**src/rtl/reg_burst_bank.sv**
```systemverilog
// Byte-framed register bank: CMD/LEN header, then auto-incrementing burst write or read of NUM_REGS 8-bit registers.
// Latency: write lands 1 clk after its data byte; first read start 1 clk after LEN, next start 1 clk after tx_done_in.
// Backpressure: none on rx (bytes arriving during a read are dropped); tx paced by the tx_start_out/tx_done_in handshake.
//
// Ports:
//   clk_in, rst_in                 clock, synchronous active-high reset
//   rx_data_in, rx_valid_in        received byte + one-cycle valid pulse
//   tx_data_out, tx_start_out      byte to send (held until tx_done_in) + one-cycle start pulse
//   tx_done_in                     one-cycle pulse when the transmitter finishes
//   status_in                      live status, readable at address 1
//   regs_out                       flat register image, register k at [8k+7:8k]
//   wr_strobe_out, wr_addr_out     one-cycle pulse and address per register actually written
//   timeout_out                    one-cycle pulse when a frame is abandoned for inter-byte timeout

module reg_burst_bank #(
    parameter int                      NUM_REGS     = 16,
    parameter logic [NUM_REGS*8-1:0]   RESET_VALUES = '0,
    parameter logic [7:0]              ID_VALUE     = 8'hBA,
    parameter int                      TIMEOUT_CLKS = 4096
) (
    input  logic                    clk_in,
    input  logic                    rst_in,
    input  logic [7:0]              rx_data_in,
    input  logic                    rx_valid_in,
    output logic [7:0]              tx_data_out,
    output logic                    tx_start_out,
    input  logic                    tx_done_in,
    input  logic [7:0]              status_in,
    output logic [NUM_REGS*8-1:0]   regs_out,
    output logic                    wr_strobe_out,
    output logic [6:0]              wr_addr_out,
    output logic                    timeout_out
);

    localparam int            TW       = $clog2(TIMEOUT_CLKS);
    localparam logic [TW-1:0] TMO_LAST = TW'(TIMEOUT_CLKS - 1);

    // The "send" action is taken on the transition into the wait state
    // (from LEN, or from RWAIT on tx_done_in) so the registered start pulse
    // appears one cycle after its trigger; no separate send state is needed.
    typedef enum logic [1:0] {
        ST_IDLE,
        ST_LEN,
        ST_WDATA,
        ST_RWAIT
    } state_t;

    state_t        state_q, state_d;
    logic          rd_q, rd_d;
    logic [6:0]    addr_q, addr_d;
    logic [7:0]    cnt_q, cnt_d;          // beats remaining after the current one
    logic [TW-1:0] tmo_q, tmo_d;
    logic [7:0]    regs_q [2:NUM_REGS-1];
    logic [7:0]    regs_d [2:NUM_REGS-1];
    logic [7:0]    tx_data_q, tx_data_d;
    logic          tx_start_q, tx_start_d;
    logic          wr_strobe_q, wr_strobe_d;
    logic [6:0]    wr_addr_q, wr_addr_d;
    logic          timeout_q, timeout_d;

    logic [6:0]    rd_addr;
    logic [7:0]    rd_byte;

    // Read source: the start address when leaving LEN, the next address when
    // a beat completes in RWAIT. Out-of-range addresses read as zero.
    always_comb begin
        rd_addr = (state_q == ST_RWAIT) ? addr_q + 7'd1 : addr_q;
        rd_byte = 8'h00;
        if (rd_addr == 7'd0) begin
            rd_byte = ID_VALUE;
        end else if (rd_addr == 7'd1) begin
            rd_byte = status_in;
        end
        for (int k = 2; k < NUM_REGS; k++) begin
            if (rd_addr == 7'(k)) begin
                rd_byte = regs_q[k];
            end
        end
    end

    always_comb begin
        state_d     = state_q;
        rd_d        = rd_q;
        addr_d      = addr_q;
        cnt_d       = cnt_q;
        tmo_d       = '0;
        regs_d      = regs_q;
        tx_data_d   = tx_data_q;
        tx_start_d  = 1'b0;
        wr_strobe_d = 1'b0;
        wr_addr_d   = wr_addr_q;
        timeout_d   = 1'b0;

        case (state_q)
            ST_IDLE: begin
                if (rx_valid_in) begin
                    rd_d    = rx_data_in[7];
                    addr_d  = rx_data_in[6:0];
                    state_d = ST_LEN;
                end
            end

            ST_LEN: begin
                if (rx_valid_in) begin
                    cnt_d = rx_data_in;
                    if (rd_q) begin
                        tx_data_d  = rd_byte;
                        tx_start_d = 1'b1;
                        state_d    = ST_RWAIT;
                    end else begin
                        state_d = ST_WDATA;
                    end
                end else if (tmo_q == TMO_LAST) begin
                    timeout_d = 1'b1;
                    state_d   = ST_IDLE;
                end else begin
                    tmo_d = tmo_q + TW'(1);
                end
            end

            ST_WDATA: begin
                if (rx_valid_in) begin
                    // Only addresses 2..NUM_REGS-1 are writable; others are
                    // consumed silently so the burst still advances.
                    for (int k = 2; k < NUM_REGS; k++) begin
                        if (addr_q == 7'(k)) begin
                            regs_d[k]   = rx_data_in;
                            wr_strobe_d = 1'b1;
                            wr_addr_d   = addr_q;
                        end
                    end
                    addr_d = addr_q + 7'd1;
                    if (cnt_q == 8'd0) begin
                        state_d = ST_IDLE;
                    end else begin
                        cnt_d = cnt_q - 8'd1;
                    end
                end else if (tmo_q == TMO_LAST) begin
                    timeout_d = 1'b1;
                    state_d   = ST_IDLE;
                end else begin
                    tmo_d = tmo_q + TW'(1);
                end
            end

            ST_RWAIT: begin
                if (tx_done_in) begin
                    addr_d = addr_q + 7'd1;
                    if (cnt_q == 8'd0) begin
                        state_d = ST_IDLE;
                    end else begin
                        cnt_d      = cnt_q - 8'd1;
                        tx_data_d  = rd_byte;
                        tx_start_d = 1'b1;
                    end
                end
            end

            default: state_d = ST_IDLE;
        endcase
    end

    always_ff @(posedge clk_in) begin
        if (rst_in) begin
            state_q     <= ST_IDLE;
            rd_q        <= 1'b0;
            addr_q      <= 7'd0;
            cnt_q       <= 8'd0;
            tmo_q       <= '0;
            tx_data_q   <= 8'h00;
            tx_start_q  <= 1'b0;
            wr_strobe_q <= 1'b0;
            wr_addr_q   <= 7'd0;
            timeout_q   <= 1'b0;
            for (int k = 2; k < NUM_REGS; k++) begin
                regs_q[k] <= RESET_VALUES[8*k +: 8];
            end
        end else begin
            state_q     <= state_d;
            rd_q        <= rd_d;
            addr_q      <= addr_d;
            cnt_q       <= cnt_d;
            tmo_q       <= tmo_d;
            tx_data_q   <= tx_data_d;
            tx_start_q  <= tx_start_d;
            wr_strobe_q <= wr_strobe_d;
            wr_addr_q   <= wr_addr_d;
            timeout_q   <= timeout_d;
            regs_q      <= regs_d;
        end
    end

    // Slices 0 and 1 are pure mirrors of the ID constant and live status.
    assign regs_out[7:0]  = ID_VALUE;
    assign regs_out[15:8] = status_in;
    for (genvar k = 2; k < NUM_REGS; k++) begin : g_regs_out
        assign regs_out[8*k +: 8] = regs_q[k];
    end

    assign tx_data_out   = tx_data_q;
    assign tx_start_out  = tx_start_q;
    assign wr_strobe_out = wr_strobe_q;
    assign wr_addr_out   = wr_addr_q;
    assign timeout_out   = timeout_q;

endmodule
```
**config.mk**
```make
export PLATFORM = sky130hd
export DESIGN_NAME = reg_burst_bank
export DESIGN_NICKNAME = d
export VERILOG_FILES = /design/src/rtl/reg_burst_bank.sv
export SDC_FILE = /design/constraint.sdc
export NUM_CORES = 1
export LEC_CHECK = 0
export CELL_PAD_IN_SITES_DETAIL_PLACEMENT = 1
export CELL_PAD_IN_SITES_GLOBAL_PLACEMENT = 1
export CORE_MARGIN = 4
export CORE_UTILIZATION = 42
export DETAILED_ROUTE_END_ITERATION = 8
export GPL_TIMING_DRIVEN = 0
export HOLD_SLACK_MARGIN = 0.08
export PLACE_DENSITY_LB_ADDON = 0.12
export SYNTH_ARGS = -nofsm -noshare
export SYNTH_HDL_FRONTEND = slang
export SYNTH_SLANG_ARGS = --single-unit
```
**constraint.sdc**
```tcl
create_clock -name clk_in -period 4.33 [get_ports clk_in]
set_input_delay 0.866 -clock clk_in [delete_from_list [all_inputs] [get_ports clk_in]]
set_output_delay 0.866 -clock clk_in [all_outputs]
set_load 0.01 [all_outputs]
```
==> impl_metrics.csv, run 1 <==
group,metric,value,unit
min_path,min_to,"tmo_q[0]",
yosys,synth_compound_area_share,15.8,%
floorplanning,die_x,148,um
clock_network,cts_buffer_depth,2,
timing,worstMarginPinSlew,0.896,ns
yosys,ys.flop_type,"dfxtp_1",
timing,max_clock_freq,281,MHz
yosys,synth-edff-count,0,
worst_setup_path,worstPathArrival,3.92,ns
yosys,synthAdderAreaFrac,1.84,%
global_routing,antenna_found_initial,0,
layout,final_cell_mix,"166 x nor2_1, 160 x dfxtp_1, 157 x clkdlybuf4s50_1",
timing,fin_ws,0.772,ns
layout,final_common_cell,"nor2_1",
power_and_ir_drop,p_total,3.90,mW
clock_network,clock_sink_count,160,
clock_network,post-cts-setup-buffers,0,
floorplanning,ios,166,
timing,fin_crit_sh,82.2,%
route,via_per_inst,5.76,
clock_network,cts_tree,"done",
place,place.port_buffers,157,
route,drt-pass1-iter-count,5,
min_path,hold_class,"reg -> reg",
floorplanning,start_util,43.3,%
worst_setup_path,rr_worst_depth,13,
worst_setup_path,crit_fanout,10,
global_routing,grt_pass1_wl,47100,um
layout,fin_nets,1156,
clock_network,holdBufCountCts,0,
yosys,synthXorXnorAreaFrac,1.47,%
layout,stdcell_area,0.0107,mm^2
floorplanning,coreArea,0.0189,mm^2
yosys,muxShareOfSynthArea,16.5,%
route,remaining_drc_errors,0,
yosys,yosys.area_share.simple,19.4,%
power_and_ir_drop,peakVddDrop,0.000312,V
clock_network,path_clk_slew,0.07,ns
place,gp_congestion,0.930,
place,placed_area,0.0101,mm^2
place,dp_hpwl,22500,um
global_routing,grt-ovfl-total,0,
worst_setup_path,worstSetupEndpointType,"flop",
yosys,seq_area_frac_synth,39.2,%
worst_setup_path,path_class,"reg -> reg",
yosys,yosysTopAreaCell,"dfxtp_1",
route,drt_iter0_drc,582,
timing,setup_violations,0,
route,wl_per_cell,22.1,um
clock_network,htree_levels,4,
place,pre_cts_ws,0.893,ns
min_path,holdCritStartpoint,"tmo_q[0]",
power_and_ir_drop,power_density,364,mW/mm^2
worst_setup_path,r2r_setup_slack,0.77,ns
yosys,synth_cell_types,78,
layout,drive_gt1_share,9.24,%
global_routing,grt_max_degree,17,
yosys,synth_top_family_by_area,"simple AND/OR/NAND/NOR gates",
layout,syn_to_final_growth,31.0,%
layout,num_antenna_cells,0,
worst_setup_path,start_kind,"flop",
timing,relSlewSlack,40.1,%
yosys,yosysTopAreaCellShare,39.2,%
yosys,synth.area.top_cells,"dfxtp_1 39%, mux2i_1 16%, nor2_1 7.6%",
clock_network,cts_resized,0,
min_path,whs_path_depth,1,
floorplanning,dieArea,0.0218,mm^2
worst_setup_path,reg2reg_to,"tx_data_out[3]",
timing,grt_setup_unrepaired,"no",
floorplanning,rows,50,
worst_setup_path,crit_required,4.69,ns
timing,min_period,3.56,ns
run,max_cap_viol_count,0,
yosys,avgSynthCellArea,8.68,um^2
timing,clock-skew-final,0.0117,ns
clock_network,cts_buffers,17,
worst_setup_path,timing.rr.start,"addr_q[0]",
route,dr_total_vias,8035,
timing,finalSetupTns,0,ns
layout,utilization,56.7,%
clock_network,clock-root-buffer,"clkbuf_16",
yosys,yosys_warnings,0,
yosys,netlist_area,0.00818,mm^2
global_routing,grt_use_total,27.9,%
route,wl,30900,um
power_and_ir_drop,p_leak,4.41,nW
floorplanning,die_h,148,um
yosys,synthArstFlopShare,0,%
clock_network,clk_latency,0.44,ns
yosys,netlist_instances,942,
timing,hold_viol,0,
yosys,synth-seq-cells,160,
global_routing,grt_pass1_vias,8052,
outcome,status,"completed",
route,drt.antenna.violating_nets,0,
timing,slew_viol_final,0,
-- flip-flops by register name (all words and copies together) (netlist names) --
| name | cells |
|---|---|
| state_q | 2 |
| addr_q | 7 |
| cnt_q | 8 |
| timeout_out | 1 |
| wr_addr_out | 7 |
| wr_strobe_out | 1 |
| tmo_q | 12 |
| tx_data_out | 8 |
| regs_out | 112 |
| tx_start_out | 1 |
| rd_q | 1 |
-- cells by family (layout without fill, tap and decap cells) --
group / after synthesis / in the layout
AOI/OAI and AO/OA: 186 / 186
buffers and inverters: 89 / 277
DFF: 160 / 160
xor gates and xnor gates: 12 / 12
muxes: 133 / 133
adders and majority gates: 12 / 12
and+or+nand+nor: 348 / 348
other: 2 / 8
-- where the power goes --
part	switching [mW]	internal [mW]
registers	0.0324	1.50
clock network	0.669	0.934
logic	0.504	0.257
total	1.21	2.69
-- area by class of cell --
cell class | instances | area [um^2]
timing repair buffer | 157 | 1570
tap | 260 | 325
inverter | 14 | 52.6
clock inverter | 13 | 176
multi-input combinational | 699 | 4530
clock buffer | 18 | 439
buffer | 75 | 414
fill | 2209 | 8180
sequential | 160 | 3200
-- Yosys cell counts, types with 8 or more instances --
cell type and count:
a21oi_1 32, a22oi_1 8, a31oi_1 12, and2_1 11
and3_1 10, buf_2 16, buf_4 20, clkbuf_1 33
dfxtp_1 160, ha_1 12, inv_1 14, mux2i_1 131
nand2_1 68, nand3_1 34, nor2_1 166, nor3_1 17
o211ai_1 11, o21ai_0 39, o21ai_1 11, o22ai_1 12
-- routing by layer --
layer / global-route usage (%) / share of wire, % / vias to the layer above
li1: - / - / 3681
met5: 0 / 0 / -
met4: 9.41 / 2.7 / 0
met3: 5.92 / 7.6 / 61
met2: 44.5 / 45 / 361
met1: 37.6 / 44 / 3932
-- metrics by stage --
step | instances | hold slack [ns]
2_1_floorplan | 948 | 0.426
3_3_place_gp | 1365 | 0.442
3_5_place_dp | 1365 | 0.447
4_1_cts | 1396 | 0.472
5_1_grt | 1396 | 0.502
6_report | 1396 | 0.464
-- worst max-delay path by stage --
stage / slack [ns] / depth (start not counted) / end / from
2_1_floorplan: 1.75 / 11 / tx_data_out[2] / addr_q[0]
3_3_place_gp: 0.96 / 8 / regs_out[41] / rx_valid_in
3_5_place_dp: 0.89 / 13 / tx_data_out[3] / addr_q[0]
4_1_cts: 0.87 / 13 / tx_data_out[3] / addr_q[0]
5_1_grt: 0.62 / 13 / tx_data_out[3] / addr_q[0]
6_report: 0.77 / 13 / tx_data_out[3] / addr_q[0]
-- critical path, stage by stage, from the launching register on --
cell and delay, ns:
dfxtp_1 0.38, buf_6 0.19, buf_4 0.19, inv_1 0.15, ha_1 0.46, mux2i_4 0.33
buf_4 0.29, buf_2 0.30, nand2_1 0.09, nand3_1 0.08, o21ai_0 0.15, a221oi_1 0.64
nor3_1 0.12, o22ai_1 0.13
Note: power is estimated with default switching activity, not from simulation.
==> run 2: changes to the inputs <==
--- a/config.mk
+++ b/config.mk
@@ -8,7 +8,7 @@
 export CELL_PAD_IN_SITES_DETAIL_PLACEMENT = 1
 export CELL_PAD_IN_SITES_GLOBAL_PLACEMENT = 1
 export CORE_MARGIN = 4
-export CORE_UTILIZATION = 42
+export CORE_UTILIZATION = 35
 export DETAILED_ROUTE_END_ITERATION = 8
 export GPL_TIMING_DRIVEN = 0
 export HOLD_SLACK_MARGIN = 0.08
==> constraint.sdc (replaced) <==
create_clock -name clk_in -period 3.05 [get_ports clk_in]
set_input_delay 0.61 -clock clk_in [delete_from_list [all_inputs] [get_ports clk_in]]
set_output_delay 0.61 -clock clk_in [all_outputs]
set_load 0.01 [all_outputs]
==> run 2 against run 1 <==
Compared with the run above:
- wire length is 3.2% higher
- worst hold slack worse by 0.0015 ns
- clock skew is 0.0019 ns higher
- clock power is 34% higher
- power is 41% higher
- largest cell class unchanged
- largest power group is now sequential cells
- highest routed layer unchanged
==> impl_metrics.csv, run 2 (synthesized netlist as in run 1, its figures left out) <==
group,metric,value,unit
power_and_ir_drop,power_density,504,mW/mm^2
clock_network,clk_latency,0.44,ns
worst_setup_path,worstPathArrival,3.33,ns
floorplanning,die_x,161,um
floorplanning,dieArea,0.0259,mm^2
layout,final_cell_mix,"166 x nor2_1, 160 x dfxtp_1, 157 x clkdlybuf4s50_1",
min_path,holdCritStartpoint,"wr_addr_out[6]",
clock_network,cts_tree,"done",
timing,finalSetupTns,0,ns
worst_setup_path,crit_required,3.41,ns
worst_setup_path,reg2reg_to,"tx_data_out[3]",
global_routing,grt_pass1_wl,49100,um
floorplanning,start_util,35.9,%
power_and_ir_drop,peakVddDrop,0.000349,V
timing,slew_viol_final,0,
clock_network,holdBufCountCts,0,
route,drt_iter0_drc,487,
floorplanning,die_h,161,um
route,drt.antenna.violating_nets,0,
floorplanning,ios,166,
min_path,hold_class,"reg -> reg",
worst_setup_path,path_class,"reg -> reg",
route,wl,31900,um
layout,drive_gt1_share,10.8,%
worst_setup_path,crit_start,"addr_q[0]",
worst_setup_path,crit_fanout,10,
layout,num_antenna_cells,0,
global_routing,grt_use_total,24.3,%
clock_network,cts_buffer_depth,2,
outcome,status,"completed",
clock_network,cts_buffers,17,
floorplanning,rows,55,
global_routing,antenna_found_initial,0,
timing,max_clock_freq,337,MHz
place,dp_hpwl,23500,um
power_and_ir_drop,p_leak,4.40,nW
place,place.port_buffers,157,
timing,whs,0.462,ns
floorplanning,coreArea,0.0228,mm^2
timing,min_period,2.96,ns
layout,final_common_cell,"nor2_1",
clock_network,path_clk_slew,0.07,ns
global_routing,grt_max_degree,17,
min_path,min_to,"wr_addr_out[6]",
place,gp_congestion,0.900,
timing,clock-skew-final,0.0136,ns
timing,hold_viol,0,
route,remaining_drc_errors,0,
run,max_cap_viol_count,0,
timing,fin_crit_sh,97.2,%
route,dr_total_vias,7881,
min_path,whs_path_depth,1,
timing,setup_violations,0,
worst_setup_path,worstSetupEndpointType,"flop",
worst_setup_path,timing.rr.start,"addr_q[0]",
global_routing,grt-ovfl-total,0,
clock_network,clock_sink_count,160,
route,via_per_inst,5.42,
route,wl_per_cell,21.9,um
layout,syn_to_final_growth,32.8,%
route,drt-pass1-iter-count,5,
layout,fin_nets,1161,
worst_setup_path,start_kind,"flop",
clock_network,clock-root-buffer,"clkbuf_16",
timing,relSlewSlack,41.2,%
worst_setup_path,rr_worst_depth,13,
global_routing,grt_pass1_vias,8125,
clock_network,htree_levels,4,
timing,worstMarginPinSlew,0.882,ns
layout,largest_reg_flops,112,
worst_setup_path,r2r_setup_slack,0.09,ns
-- run 2: layout make-up --
type                       instances  area (um^2)
fill                            2706        11900
clock inverter                    14          148
tap                              313          392
sequential                       160         3200
inverter                          14         56.3
buffer                            75          429
clock buffer                      18          429
timing repair buffer             162         1610
multi-input combinational        699         4590
-- run 2: power by group --
| part | internal, mW | switching (mW) |
|---|---|---|
| Combinational | 0.405 | 0.743 |
| Sequential | 2.13 | 0.0459 |
| Clock | 1.16 | 0.999 |
-- run 2: worst max-delay path, stage by stage, from the launching register on --
cell and delay (ns):
dfxtp_1 0.39, buf_6 0.19, buf_4 0.21, clkinvlp_4 0.16, ha_4 0.30, mux2i_4 0.17, buf_6 0.22, buf_4 0.22
nand2_1 0.07, nand3_1 0.07, o21ai_0 0.15, a221oi_2 0.48, nor3_1 0.12, o22ai_1 0.12
-- run 2: repair_timing --
action,CTS,global route
pin swaps,2,1
setup buffers,3,2
resized for setup,10,10
setup endpoints to repair,8,8
-- run 2: how the worst max path moves through the flow --
stage,end,slack (ns),cells after the start
after floorplan,tx_data_out[2],0.47,11
after global placement,tx_data_out[3],-0.40,13
after detailed placement,tx_data_out[3],-0.43,13
after CTS,tx_data_out[3],0.001,12
after global routing,tx_data_out[7],-0.007,12
final,tx_data_out[3],0.09,13
-- run 2: stage by stage --
step | utilization, % | cell area [um^2] | total power, mW | instances | setup slack, ns
final | 47.7 | 10900 | 5.48 | 1455 | 0.0858
after global routing | 47.7 | 10900 | 5.68 | 1455 | -0.00729
after CTS | 47.4 | 10800 | 5.46 | 1453 | 0.00145
after detailed placement | 44.6 | 10200 | 3.28 | 1418 | -0.429
after global placement | 44.6 | 10200 | 3.27 | 1418 | -0.405
after floorplan | - | 8200 | 2.89 | 948 | 0.467
-- run 2: metal layers --
metal / track usage (%) / up-vias / routed length [um]
met5: 0 / - / 0
met3: 4.54 / 36 / 2080
met2: 39.6 / 277 / 14500
met4: 6.79 / 0 / 604
li1: - / 3700 / -
met1: 33.1 / 3868 / 14700
